File: src/rtl/instr_fetch_pkg.sv
// Shared types and constants for the instruction fetch stage: FSM states,
// the NOP encoding, jump opcodes and the decoder's Jump control codes.
`timescale 1ns/1ps
package instr_fetch_pkg;

    typedef enum logic [0:0] {
        ST_FETCH    = 1'b0,
        ST_BUFFERED = 1'b1
    } fetch_state_e;

    localparam logic [31:0] NOP_INSTR = 32'h0000_0000;

    localparam logic [5:0] OP_J   = 6'd2;
    localparam logic [5:0] OP_JAL = 6'd3;

    localparam logic [1:0] JUMPC_NONE = 2'b00;
    localparam logic [1:0] JUMPC_JAL  = 2'b01;
    localparam logic [1:0] JUMPC_JR   = 2'b10;
    localparam logic [1:0] JUMPC_J    = 2'b11;

    // Decoder Jump codes that request a J/JAL-style redirect.
    function automatic logic is_jump_code(input logic [1:0] code);
        return (code == JUMPC_J) || (code == JUMPC_JAL);
    endfunction

    function automatic logic [31:0] word_align(input logic [31:0] addr);
        return addr & ~32'h0000_0003;
    endfunction

endpackage

File: src/rtl/instr_fetch_if.sv
// Instruction-memory request/response bus between the fetch stage and memory.
`timescale 1ns/1ps
interface instr_fetch_if;
    logic        imem_req;
    logic [31:0] imem_addr;
    logic [31:0] imem_rdata;
    logic        imem_ready;

    modport master (
        output imem_req,
        output imem_addr,
        input  imem_rdata,
        input  imem_ready
    );

    modport slave (
        input  imem_req,
        input  imem_addr,
        output imem_rdata,
        output imem_ready
    );
endinterface

File: src/rtl/instr_fetch_pc_next_sel.sv
// Redirect arbitration (jr > jump > branch) and word-aligned target formation.
`timescale 1ns/1ps
module pc_next_sel
    import instr_fetch_pkg::*;
(
    input  logic        jr,
    input  logic [31:0] jr_target,
    input  logic        jump,
    input  logic [25:0] jump_index,
    input  logic [31:0] if_id_pc_plus4,
    input  logic        branch_taken,
    input  logic [31:0] branch_target,
    output logic        redirect_o,
    output logic [31:0] target_o
);

    // Only the region bits of the sequential PC feed the jump target.
    logic unused_pc4_bits;
    assign unused_pc4_bits = ^if_id_pc_plus4[27:0];

    always_comb begin
        redirect_o = jr | jump | branch_taken;
        target_o   = 32'h0000_0000;
        if (jr) begin
            target_o = word_align(jr_target);
        end else if (jump) begin
            target_o = {if_id_pc_plus4[31:28], jump_index, 2'b00};
        end else if (branch_taken) begin
            target_o = word_align(branch_target);
        end
    end

endmodule

File: src/rtl/instr_fetch.sv
// Instruction fetch stage: PC register, one-entry skid buffer for stalls
// and the IF/ID pipeline register, with jr/jump/branch redirects.
`timescale 1ns/1ps
module instr_fetch
    import instr_fetch_pkg::*;
#(
    parameter logic [31:0] RESET_PC = 32'h0000_0000
) (
    input  logic                  clk,
    input  logic                  reset,
    input  logic                  stall,
    input  logic                  branch_taken,
    input  logic [31:0]           branch_target,
    input  logic                  jump,
    input  logic [25:0]           jump_index,
    input  logic                  jr,
    input  logic [31:0]           jr_target,
    instr_fetch_if.master         imem,
    output logic                  if_id_valid,
    output logic [31:0]           if_id_instr,
    output logic [31:0]           if_id_pc_plus4,
    output logic [5:0]            opcode
);

    fetch_state_e state_q, state_d;
    logic [31:0]  pc_q, pc_d;
    logic [31:0]  buf_q, buf_d;
    logic         valid_q, valid_d;
    logic [31:0]  instr_q, instr_d;
    logic [31:0]  pc4_q, pc4_d;

    logic [31:0]  pc_plus4;
    logic         redirect;
    logic [31:0]  redirect_target;
    logic         advance;
    logic         skid;
    logic [31:0]  issue_word;

    assign pc_plus4 = pc_q + 32'd4;

    pc_next_sel u_pc_next_sel (
        .jr             (jr),
        .jr_target      (jr_target),
        .jump           (jump),
        .jump_index     (jump_index),
        .if_id_pc_plus4 (pc4_q),
        .branch_taken   (branch_taken),
        .branch_target  (branch_target),
        .redirect_o     (redirect),
        .target_o       (redirect_target)
    );

    // An instruction enters IF/ID either straight from memory or from the skid buffer.
    assign advance    = !stall && ((state_q == ST_FETCH && imem.imem_ready) ||
                                   (state_q == ST_BUFFERED));
    assign skid       = stall && (state_q == ST_FETCH) && imem.imem_ready;
    assign issue_word = (state_q == ST_BUFFERED) ? buf_q : imem.imem_rdata;

    always_ff @(posedge clk) begin
        if (reset) begin
            state_q <= ST_FETCH;
        end else begin
            state_q <= state_d;
        end
    end

    always_comb begin
        state_d = state_q;
        if (redirect) begin
            state_d = ST_FETCH;
        end else begin
            case (state_q)
                ST_FETCH:    if (skid)   state_d = ST_BUFFERED;
                ST_BUFFERED: if (!stall) state_d = ST_FETCH;
                default:                 state_d = ST_FETCH;
            endcase
        end
    end

    always_comb begin
        imem.imem_req  = !reset && (state_q == ST_FETCH);
        imem.imem_addr = pc_q;
        if_id_valid    = valid_q;
        if_id_instr    = instr_q;
        if_id_pc_plus4 = pc4_q;
        opcode         = instr_q[31:26];
    end

    // A redirect squashes whatever memory returns this cycle and any buffered word.
    always_comb begin
        pc_d    = pc_q;
        buf_d   = buf_q;
        valid_d = valid_q;
        instr_d = instr_q;
        pc4_d   = pc4_q;
        if (redirect) begin
            pc_d    = redirect_target;
            buf_d   = NOP_INSTR;
            valid_d = 1'b0;
            instr_d = NOP_INSTR;
        end else if (advance) begin
            pc_d    = pc_plus4;
            valid_d = 1'b1;
            instr_d = issue_word;
            pc4_d   = pc_plus4;
        end else if (skid) begin
            buf_d   = imem.imem_rdata;
        end
    end

    always_ff @(posedge clk) begin
        if (reset) begin
            pc_q    <= word_align(RESET_PC);
            buf_q   <= NOP_INSTR;
            valid_q <= 1'b0;
            instr_q <= NOP_INSTR;
            pc4_q   <= 32'h0000_0000;
        end else begin
            pc_q    <= pc_d;
            buf_q   <= buf_d;
            valid_q <= valid_d;
            instr_q <= instr_d;
            pc4_q   <= pc4_d;
        end
    end

endmodule

File: src/flat_wrapper.sv
// flat-port wrapper written by rule: the top's interface ports become plain ports
module instr_fetch_flat import instr_fetch_pkg::*;
#(
    parameter logic [31:0] RESET_PC = 32'h0000_0000
)
  (clk, reset, stall, branch_taken, branch_target, jump, jump_index, jr, jr_target, if_id_valid, if_id_instr, if_id_pc_plus4, opcode, imem_imem_req, imem_imem_addr, imem_imem_rdata, imem_imem_ready);
  instr_fetch_if imem_i ();
  input  logic clk;
  input  logic reset;
  input  logic stall;
  input  logic branch_taken;
  input  logic [31:0] branch_target;
  input  logic jump;
  input  logic [25:0] jump_index;
  input  logic jr;
  input  logic [31:0] jr_target;
  output logic if_id_valid;
  output logic [31:0] if_id_instr;
  output logic [31:0] if_id_pc_plus4;
  output logic [5:0] opcode;
  output wire logic [$bits(imem_i.imem_req)-1:0] imem_imem_req;
  output wire logic [$bits(imem_i.imem_addr)-1:0] imem_imem_addr;
  input wire logic [$bits(imem_i.imem_rdata)-1:0] imem_imem_rdata;
  input wire logic [$bits(imem_i.imem_ready)-1:0] imem_imem_ready;
  assign imem_imem_req = imem_i.imem_req;
  assign imem_imem_addr = imem_i.imem_addr;
  assign imem_i.imem_rdata = imem_imem_rdata;
  assign imem_i.imem_ready = imem_imem_ready;
  instr_fetch #(.RESET_PC(RESET_PC)) u_core (.clk(clk), .reset(reset), .stall(stall), .branch_taken(branch_taken), .branch_target(branch_target), .jump(jump), .jump_index(jump_index), .jr(jr), .jr_target(jr_target), .imem(imem_i), .if_id_valid(if_id_valid), .if_id_instr(if_id_instr), .if_id_pc_plus4(if_id_pc_plus4), .opcode(opcode));
endmodule
File: config.mk
export PLATFORM = sky130hd
export DESIGN_NAME = instr_fetch_flat
export DESIGN_NICKNAME = d
export VERILOG_FILES = /design/src/rtl/instr_fetch_pkg.sv /design/src/rtl/instr_fetch_if.sv /design/src/rtl/instr_fetch_pc_next_sel.sv /design/src/rtl/instr_fetch.sv /design/src/flat_wrapper.sv
export SDC_FILE = /design/constraint.sdc
export NUM_CORES = 1
export LEC_CHECK = 0
export BUFFER_PORTS_ARGS = -buffer_cell sky130_fd_sc_hd__buf_2
export CORE_MARGIN = 1
export CORE_UTILIZATION = 50
export CTS_CLUSTER_SIZE = 40
export DETAILED_ROUTE_END_ITERATION = 8
export GPL_ROUTABILITY_DRIVEN = 0
export HOLD_SLACK_MARGIN = 0.15
export PLACE_DENSITY = 0.82
export SYNTH_ARGS = -nofsm -noshare
export SYNTH_HDL_FRONTEND = slang
export SYNTH_SLANG_ARGS = --single-unit
File: constraint.sdc
create_clock -name clk -period 2.2 [get_ports clk]
set_input_delay 0.44 -clock clk [delete_from_list [all_inputs] [get_ports clk]]
set_output_delay 0.44 -clock clk [all_outputs]
set_load 0.01 [all_outputs]
==> results of run 1 <==
## report_power, final
part | total [mW] | leakage (nW) | switching, mW | internal, mW
Clock | 2.68 | 0.280 | 0.973 | 1.71
Combinational | 0.667 | 2.01 | 0.372 | 0.295
Sequential | 2.42 | 1.02 | 0.0720 | 2.34
Total | 5.76 | 3.31 | 1.42 | 4.34
## registers in the layout, summed over array words and instances (netlist names)
register               flops
u_core.if_id_pc_plus4     30
u_core.imem.imem_addr     30
u_core.if_id_valid         1
u_core.state_q             1
u_core.buf_q              32
u_core.if_id_instr        32
## metrics by stage
| stage | power, mW | hold WS, ns | area (um2) | util (%) |
|---|---|---|---|---|
| 5_1_grt | 5.945 | 0.2714 | 8105 | 66.92 |
| 2_1_floorplan | 2.825 | 0.4360 | 6276 | - |
| 4_1_cts | 5.767 | 0.2611 | 8097 | 66.85 |
| 3_5_place_dp | 3.115 | 0.4465 | 7538 | 62.24 |
| 3_3_place_gp | 3.102 | 0.4412 | 7538 | 62.24 |
| 6_report | 5.762 | 0.2661 | 8108 | 66.94 |
## layer usage
layer	part of all wire [%]	GRT usage (%)
met1	42	35.31
met2	47	46.02
met3	7.9	6.376
met4	2.3	12.12
met5	0.045	0
## logic make-up (layout without fill, tap and decap cells)
kind of cell               after synthesis  count (layout)
xor gates and xnor gates                45              45
and+or+nand+nor                        275             275
other                                    1               6
AOI/OAI and AO/OA                      193             193
muxes                                   32              32
buffers and inverters                   83             294
adders and majority gates                1               1
DFF                                    126             126
## cell usage in the layout, fill, tap and decap left out, drive strengths merged, types with 2 or more instances in the layout
cell type,n
nand3,18
a211oi,59
xor2,29
nand4,20
a221oi,7
a21oi,64
a22oi,30
xnor2,16
dfxtp,126
o21bai,2
nor2,110
and4,5
bufinv,2
conb,4
buf,261
clkbuf,23
nand2,85
o221ai,4
diode,2
and2,6
nor4,5
and3,5
or3,5
o22ai,13
nand4b,3
nor3,7
a31oi,2
inv,2
clkinv,6
o21ai,6
mux2i,32
## layout make-up
| type | instances | share of cell area [%] |
|---|---|---|
| multi-input combinational | 550 | 41.37 |
| sequential | 126 | 31.13 |
| timing repair buffer | 261 | 17.87 |
| clock buffer | 23 | 5.772 |
| tap | 168 | 2.593 |
| clock inverter | 8 | 1.111 |
| inverter | 2 | 0.09259 |
| antenna | 2 | 0.06173 |
## final timing paths
check	to	cells after the start
worst min-delay path	u_core.buf_q[20]$_SDFFE_PP0P_	3
worst max-delay path	imem_imem_req	3
worst max register to register	u_core.imem.imem_addr[18]$_SDFFE_PP0P_	6
worst min register to register	u_core.buf_q[26]$_SDFFE_PP0P_	2
## what timing repair did
action / CTS / global route
hold buffers: 0 / 0
endpoints found under the setup margin: 0 / 1
gates resized for setup: 0 / 1
## worst max-delay path: stages, from the launching register on
cell,delay (ns)
dfxtp_2,0.48
buf_4,0.49
nor2_1,0.09
buf_2,0.16
==> flow_summary.ini, run 1 <==
[critical_path]
cp_data_arrival_time_ns = 1.63
worst-setup-path-type = flip-flop to primary output
startpoint_type = flip-flop
reg2reg_slack_ns = 0.14
cp_max_fo = 30
r2r-start = u_core.imem.imem_addr[3]$_SDFFE_PP0P_
startpoint = u_core.state_q$_SDFF_PP0_
crit_path_end_kind = primary output
cp_data_required_time_ns = 1.76

[cts]
insertion_delay_ns = 0.42
cts_sinks = 126
cts_max_path_buffers = 2
htreeDepth = 4
cts_tree = done
clk_pin_slew_ns = 0.05
cts_root_buffer = clkbuf_16
cts_buffers = 17
postCtsSetupBuffers = 0

[sta]
fmax_mhz = 482.6
fin_crit_sh_pct = 94.20
worst_slew_pin_slew_ns = 0.6407
hold_viol = 0
finClkSkew_ns = 0.005146
slew_headroom_pct = 57.29
setup_viol_count_final = 0
drv_slew = 0
final.min_clock_period_ns = 2.072
final.setup.tns_ns = 0
setup_ws_ns = 0.1277
rsz0062_at_grt = false

[pwr]
p_per_area_nw_per_um2 = 710.7
vdd_drop_max_mv = 0.4620
power_leakage_nw = 3.314

[yosys]
synth-seq-area-share_pct = 40.26
netlist_instances = 756
ys_warn_count = 0
synth_top_family_by_area = simple AND/OR/NAND/NOR gates
synth_top_area_share_pct = 40.26
synth_ff_type = dfxtp_1
synth_common_cells = 126 x dfxtp_1, 109 x nor2_1, 85 x nand2_1
synthAdderAreaFrac_pct = 0.1997
synthSimpleGateAreaFrac_pct = 20.69
synth-seq-cells = 126
synth_cell_type_count = 56
synth_async_sr_flop_share_pct = 0
synth_compound_area_share_pct = 20.53
synthTopCellsByArea = dfxtp_1 40%, a211oi_1 7.0%, nor2_1 6.5%
syn_avg_cell_area_um2 = 8.287
synth_top_cell_by_area = dfxtp_1
netlist_area_um2 = 6265
synth_edf_count = 0
synthMuxAreaShare_pct = 5.113
synthXorXnorAreaFrac_pct = 6.291
yosysMostFrequentCell = dfxtp_1

[flow_run]
cap_violations = 0

[drt]
vias = 6325
wl_per_cell_um = 15.75
drt_iter0_drc = 443
wl_um = 17950
drtPass1Iterations = 5
viasPerCell = 5.548
drc = 0
antenna_left = 0

[global_route]
globalRouteOverflowTotal = 0
antenna_found_initial = 2
grt_pass1_wl_um = 28690
grt_usage_pct = 28.04
grt_pass1_vias = 5800
grt_max_degree = 66

[placed_design]
dpl.hpwl_um = 12230
portBuffers = 224
dp_cells = 1107
place_ws_ns = 0.2126

[layout]
syn_to_final_growth_pct = 29.42
nets = 1088
layout-drive-gt1-share_pct = 31.86
instances_no_fill = 1140
nFillCells = 1028
seq_area_um2 = 2524
multi_input_area_um2 = 3354

[floorplan]
dieWidth_um = 113.9
num_rows = 40
start_util_pct = 51.73
die_area_um2 = 12980
io_pins = 233
coreArea_um2 = 12110
die_y_um = 113.9

[hold_path]
hp-start = imem_imem_rdata[20]
hold_class = primary input to flip-flop

[run_status]
status = finished, final reports clean
(Power assumes the default switching activity.)
==> run 2: changes to the inputs <==
- CORE_UTILIZATION: 50 -> 51
- REMOVE_ABC_BUFFERS: not set -> 1
- SYNTH_HIERARCHICAL: not set -> 1
==> run 2 against run 1 <==
Against the previous run:
- maximum frequency shrank 1.4%
- global-route usage is essentially flat
- largest power group unchanged
- critical path depth grew 2
- routed wire length grew 9.8%
- sequential cell count grew 4
- critical path type is now flip-flop to flip-flop
==> flow_summary.ini, run 2 <==
[pwr]
power_leakage_nw = 3.483
p_per_area_nw_per_um2 = 683.1
vdd_drop_max_mv = 0.5664

[yosys]
netlist_area_um2 = 7017
synth_edf_count = 0
yosysMostFrequentCell = dfxtp_1
synth_top_area_share_pct = 37.09
synth_common_cells = 130 x dfxtp_1, 98 x a21oi_1, 94 x nor2_1
synth_async_sr_flop_share_pct = 0
synth_ff_type = dfxtp_1
synthTopCellsByArea = dfxtp_1 37%, a21oi_1 7.0%, a211oi_1 5.7%
synth-seq-area-share_pct = 37.09
synth_cell_type_count = 57
netlist_instances = 857
syn_avg_cell_area_um2 = 8.188
synth-seq-cells = 130
synth_top_cell_by_area = dfxtp_1
ys_warn_count = 6

[sta]
hold_ws_ns = 0.2723
setup_viol_count_final = 0
hold_viol = 0
worst_slew_pin_slew_ns = 0.6557
slew_headroom_pct = 56.28
finClkSkew_ns = 0.007972
drv_slew = 0
fin_crit_sh_pct = 95.54
fmax_mhz = 475.8
final.min_clock_period_ns = 2.102
rsz0062_at_grt = false

[drt]
wl_per_cell_um = 15.78
drtPass1Iterations = 7
vias = 7162
viasPerCell = 5.734
drc = 0
antenna_left = 0
drt_iter0_drc = 509
wl_um = 19720

[floorplan]
num_rows = 42
dieWidth_um = 119.3
die_y_um = 119.3
start_util_pct = 52.57
io_pins = 233
die_area_um2 = 14230
coreArea_um2 = 13350

[critical_path]
crit_family = simple AND/OR/NAND/NOR gates
cp_slowest_cell = or4_1
startpoint_type = flip-flop
worst-setup-path-type = flip-flop to flip-flop
cp_max_fo = 12
crit_chain = and4_1 > nand3_1 > buf_4 > or4_1 > a311oi_1
max_stage_delay_ns = 0.47
critPathBufInv = 1
cp_data_required_time_ns = 2.52
cp_data_arrival_time_ns = 2.42
crit_path_end_kind = flip-flop

[layout]
layout_common_cells = 228 x buf_2, 129 x dfxtp_1, 98 x a21oi_1
layout-drive-gt1-share_pct = 30.20
num_antenna_cells = 0
nFillCells = 1134
multi_input_area_um2 = 3859
syn_to_final_growth_pct = 26.02
utilization_pct = 66.24
nets = 1191
final_common_cell = buf_2
seq_area_um2 = 2604

[cts]
cts_max_path_buffers = 2
cts_buffers = 17
postCtsSetupBuffers = 0
insertion_delay_ns = 0.41
clk_pin_slew_ns = 0.06
htreeDepth = 4
cts_tree = done
cts_sinks = 130
cts_root_buffer = clkbuf_16

[run_status]
status = finished, final reports clean

[global_route]
grt_max_degree = 67
grt_pass1_vias = 6622
grt_pass1_wl_um = 32200
antenna_found_initial = 0
globalRouteOverflowTotal = 0
grt_usage_pct = 28.06

[flow_run]
cap_violations = 0

[placed_design]
dpl.hpwl_um = 13720
portBuffers = 228

[hold_path]
hold_class = primary input to flip-flop
## run 2: cell count changes in the layout (fill, tap and decap cells not counted), moves of 14 or more
cell      previous run  this run
a21oi_1             63        98
nor2b_1              0        31
a22oi_1             30         0
nand3b_1             1        31
a311oi_1             0        27
xor2_1              29         8
nor2_1             108        92
o31ai_1              0        16
or4_1                1        15
## run 2: through the flow
step | total power, mW | setup slack (ns) | TNS, ns | area, um2 | cells
after CTS | 6.071 | 0.1221 | 0 | 8838 | 1249
after detailed placement | 3.338 | 0.1182 | 0 | 8260 | 1218
after floorplan | 2.922 | -2.421 | -147.28 | 6479 | 767
final | 6.041 | 0.09822 | 0 | 8842 | 1249
after global routing | 6.291 | 0.003458 | 0 | 8842 | 1249
after global placement | 3.323 | 0.1252 | 0 | 8260 | 1218
## run 2: worst paths after layout
check	start	to	slack, ns	depth (start not counted)
max	u_core/imem.imem_addr[10]$_SDFFE_PP0P_	u_core/if_id_pc_plus4[24]$_SDFFE_PP0P_	0.1	5
min	imem_imem_rdata[21]	u_core/buf_q[21]$_SDFFE_PP0P_	0.27	3
max reg2reg	u_core/imem.imem_addr[10]$_SDFFE_PP0P_	u_core/if_id_pc_plus4[24]$_SDFFE_PP0P_	0.1	5
min reg2reg	u_core/if_id_pc_plus4[1]$_SDFFE_PP0P_	u_core/if_id_pc_plus4[1]$_SDFFE_PP0P_	0.45	2
## run 2: final cells by class
cell class / instances / share of cell area, %
Multi-Input combinational cell: 627 / 43.64
Sequential cell: 130 / 29.45
Timing Repair Buffer: 275 / 17.46
Clock buffer: 20 / 5.052
Tap cell: 176 / 2.490
Clock inverter: 11 / 1.486
Inverter: 10 / 0.4245
## run 2: kinds of logic (layout without fill, tap and decap cells)
| family | Yosys count | after routing | share of synthesized area, % |
|---|---|---|---|
| simple gates | 342 | 342 | 25.62 |
| mux | 35 | 35 | 4.993 |
| buf+inv | 101 | 316 | 8.256 |
| xor+xnor | 21 | 21 | 2.621 |
| flops | 130 | 130 | 37.09 |
| fa+ha+maj | 1 | 1 | 0.1783 |
| compound gates | 226 | 226 | 21.18 |
| other cells | 1 | 2 | 0.05344 |
## run 2: tightest hold or removal path, stage by stage
cell	delay, ns
buf_2	0.10
nand2_1	0.05
a21oi_1	0.05
## run 2: where the power goes
group / switching [mW] / total [mW] / leakage, nW / internal (mW)
registers: 0.0738 / 2.50 / 1.06 / 2.43
clock network: 1.04 / 2.74 / 0.273 / 1.70
logic: 0.450 / 0.801 / 2.15 / 0.350
total: 1.57 / 6.04 / 3.48 / 4.47
## run 2: repair_timing
| action | CTS | global route |
|---|---|---|
| setup endpoints to repair | 0 | 1 |
| gates resized for setup | 0 | 1 |
| hold buffers | 0 | 0 |
## run 2: layer usage
layer / wire, um / track usage [%] / vias up / share of wire (%)
met5: 0 / 0 / - / 0
met4: 497 / 12.19 / 0 / 2.5
met3: 1319 / 6.657 / 42 / 6.7
met2: 9475 / 46.11 / 296 / 48
met1: 8423 / 34.93 / 3304 / 43
li1: - / - / 3520 / -
==> run 3: changes to the inputs <==
- ABC_AREA: not set -> 1
==> run 3 against run 2 <==
Against the previous run:
- sequential power about the same
- routed wire length down 5.6%
- largest cell class unchanged
- worst setup slack better by 0.28 ns
- combinational power down 17%
==> flow_summary.ini, run 3 <==
[run_status]
status = finished, final reports clean

[placed_design]
portBuffers = 228
place_ws_ns = 0.4043
dpl.hpwl_um = 12790

[flow_run]
cap_violations = 0

[global_route]
grt_pass1_vias = 6783
antenna_found_initial = 0
globalRouteOverflowTotal = 0
grt_usage_pct = 28.19
grt_pass1_wl_um = 30330
grt_max_degree = 66

[yosys]
synth_common_cells = 355 x nand2_1, 202 x nor2_1, 130 x dfxtp_1
synthTopCellsByArea = dfxtp_1 39%, nand2_1 20%, nor2_1 11%
synthMuxAreaShare_pct = 0
synth_compound_area_share_pct = 14.45
synth-seq-area-share_pct = 38.79
synth_edf_count = 0
synth_top_cell_by_area = dfxtp_1
synth_ff_type = dfxtp_1
netlist_instances = 1056
synthSimpleGateAreaFrac_pct = 36.05
synth_cell_type_count = 28
synthAdderAreaFrac_pct = 0.1865
yosysMostFrequentCell = nand2_1
synth_async_sr_flop_share_pct = 0
synth_top_family_by_area = simple AND/OR/NAND/NOR gates
syn_avg_cell_area_um2 = 6.353
ys_warn_count = 6
netlist_area_um2 = 6709
synth-seq-cells = 130
synthXorXnorAreaFrac_pct = 0.6527
synth_top_area_share_pct = 38.79

[layout]
final_common_cell = nand2_1
syn_to_final_growth_pct = 26.50
nets = 1382
utilization_pct = 66.71
layout_common_cells = 355 x nand2_1, 228 x buf_2, 202 x nor2_1
layout-drive-gt1-share_pct = 23.64

[pwr]
p_per_area_nw_per_um2 = 764.3
vdd_drop_max_mv = 0.5379
power_mw = 6.487
power_leakage_nw = 4.060

[critical_path]
worst-setup-path-type = flip-flop to primary output
crit_path_end_kind = primary output
startpoint_type = flip-flop
cp_data_required_time_ns = 1.76
cp_max_fo = 17
cp_data_arrival_time_ns = 1.38

[drt]
vias = 7310
drt_iter0_drc = 480
wl_um = 18620
wl_per_cell_um = 12.95
drc = 0
drtPass1Iterations = 6
antenna_left = 0
viasPerCell = 5.083

[cts]
htreeDepth = 4
cts_root_buffer = clkbuf_16
insertion_delay_ns = 0.42
cts_tree = done
cts_sinks = 130
cts_max_path_buffers = 2
postCtsSetupBuffers = 0
cts_resized = 0
postCtsHoldBufs = 0
clk_pin_slew_ns = 0.06
cts_buffers = 17

[sta]
hold_ws_ns = 0.2637
setup_ws_ns = 0.3788
final.setup.tns_ns = 0
final.min_clock_period_ns = 1.821
worst_slew_pin_slew_ns = 0.6476
fmax_mhz = 549.1
hold_viol = 0
drv_slew = 0
slew_headroom_pct = 56.78
finClkSkew_ns = 0.006296
setup_viol_count_final = 0
fin_crit_sh_pct = 82.78
rsz0062_at_grt = false

[hold_path]
hold_class = primary input to flip-flop

[floorplan]
start_util_pct = 52.73
coreArea_um2 = 12720
die_y_um = 116.7
dieWidth_um = 116.7
num_rows = 41
io_pins = 233
die_area_um2 = 13620
## run 3: changes by cell type after synthesis, moves of 32 or more
cell	before	now
a211oi_1	53	0
a21oi_1	98	66
a31oi_1	2	35
inv_1	9	56
mux2i_1	35	0
nand2_1	92	355
nor2_1	94	202
o21ai_0	13	59
## run 3: final cells by class
| class | count | area (um2) |
|---|---|---|
| Tap cell | 172 | 215.2 |
| Fill cell | 1211 | 4235 |
| Antenna cell | 1 | 2.502 |
| Inverter | 61 | 229.0 |
| Sequential cell | 130 | 2603 |
| Timing Repair Buffer | 247 | 1284 |
| Multi-Input combinational cell | 795 | 3452 |
| Clock buffer | 17 | 425.4 |
| Clock inverter | 15 | 276.5 |
## run 3: metal layers
layer,vias up,routed length [um],global-route usage (%)
met2,268,8549,46.82
met5,-,0,0
met1,3265,8168,34.50
met3,42,1229,6.072
li1,3735,-,-
met4,0,667,14.26
## run 3: cells by family (layout without fill, tap and decap cells)
family	after synthesis	in the layout
fa+ha+maj	1	1
xor+xnor	5	5
simple gates	608	608
buf+inv	132	340
other cells	1	3
compound gates	179	179
flops	130	130
## run 3: worst paths after layout
| kind | startpoint | end | slack, ns | depth (start not counted) |
|---|---|---|---|---|
| hold reg to reg | u_core/buf_q[8]$_SDFFE_PP0P_ | u_core/buf_q[8]$_SDFFE_PP0P_ | 0.46 | 2 |
| setup / recovery | u_core/state_q$_SDFF_PP0_ | imem_imem_req | 0.38 | 3 |
| setup reg to reg | u_core/imem.imem_addr[2]$_SDFFE_PP0P_ | u_core/imem.imem_addr[30]$_SDFFE_PP0P_ | 0.51 | 9 |
| hold / removal | imem_imem_rdata[1] | u_core/buf_q[1]$_SDFFE_PP0P_ | 0.26 | 3 |
## run 3: power by group
group	leakage [nW]	internal (mW)	switching, mW	total, mW
Combinational	2.67	0.268	0.400	0.668
Clock	0.331	2.25	1.08	3.33
Sequential	1.06	2.42	0.0694	2.49
## run 3: through the flow
stage	instance area, um2	std cells
2_1_floorplan	6284	986
3_3_place_gp	7782	1405
3_5_place_dp	7782	1405
4_1_cts	8484	1437
5_1_grt	8484	1437
6_report	8487	1438
## run 3: critical path, cell delays in order, from the launching register on
cell and delay (ns):
dfxtp_1 0.45, buf_4 0.29, nor2_1 0.08, buf_2 0.14
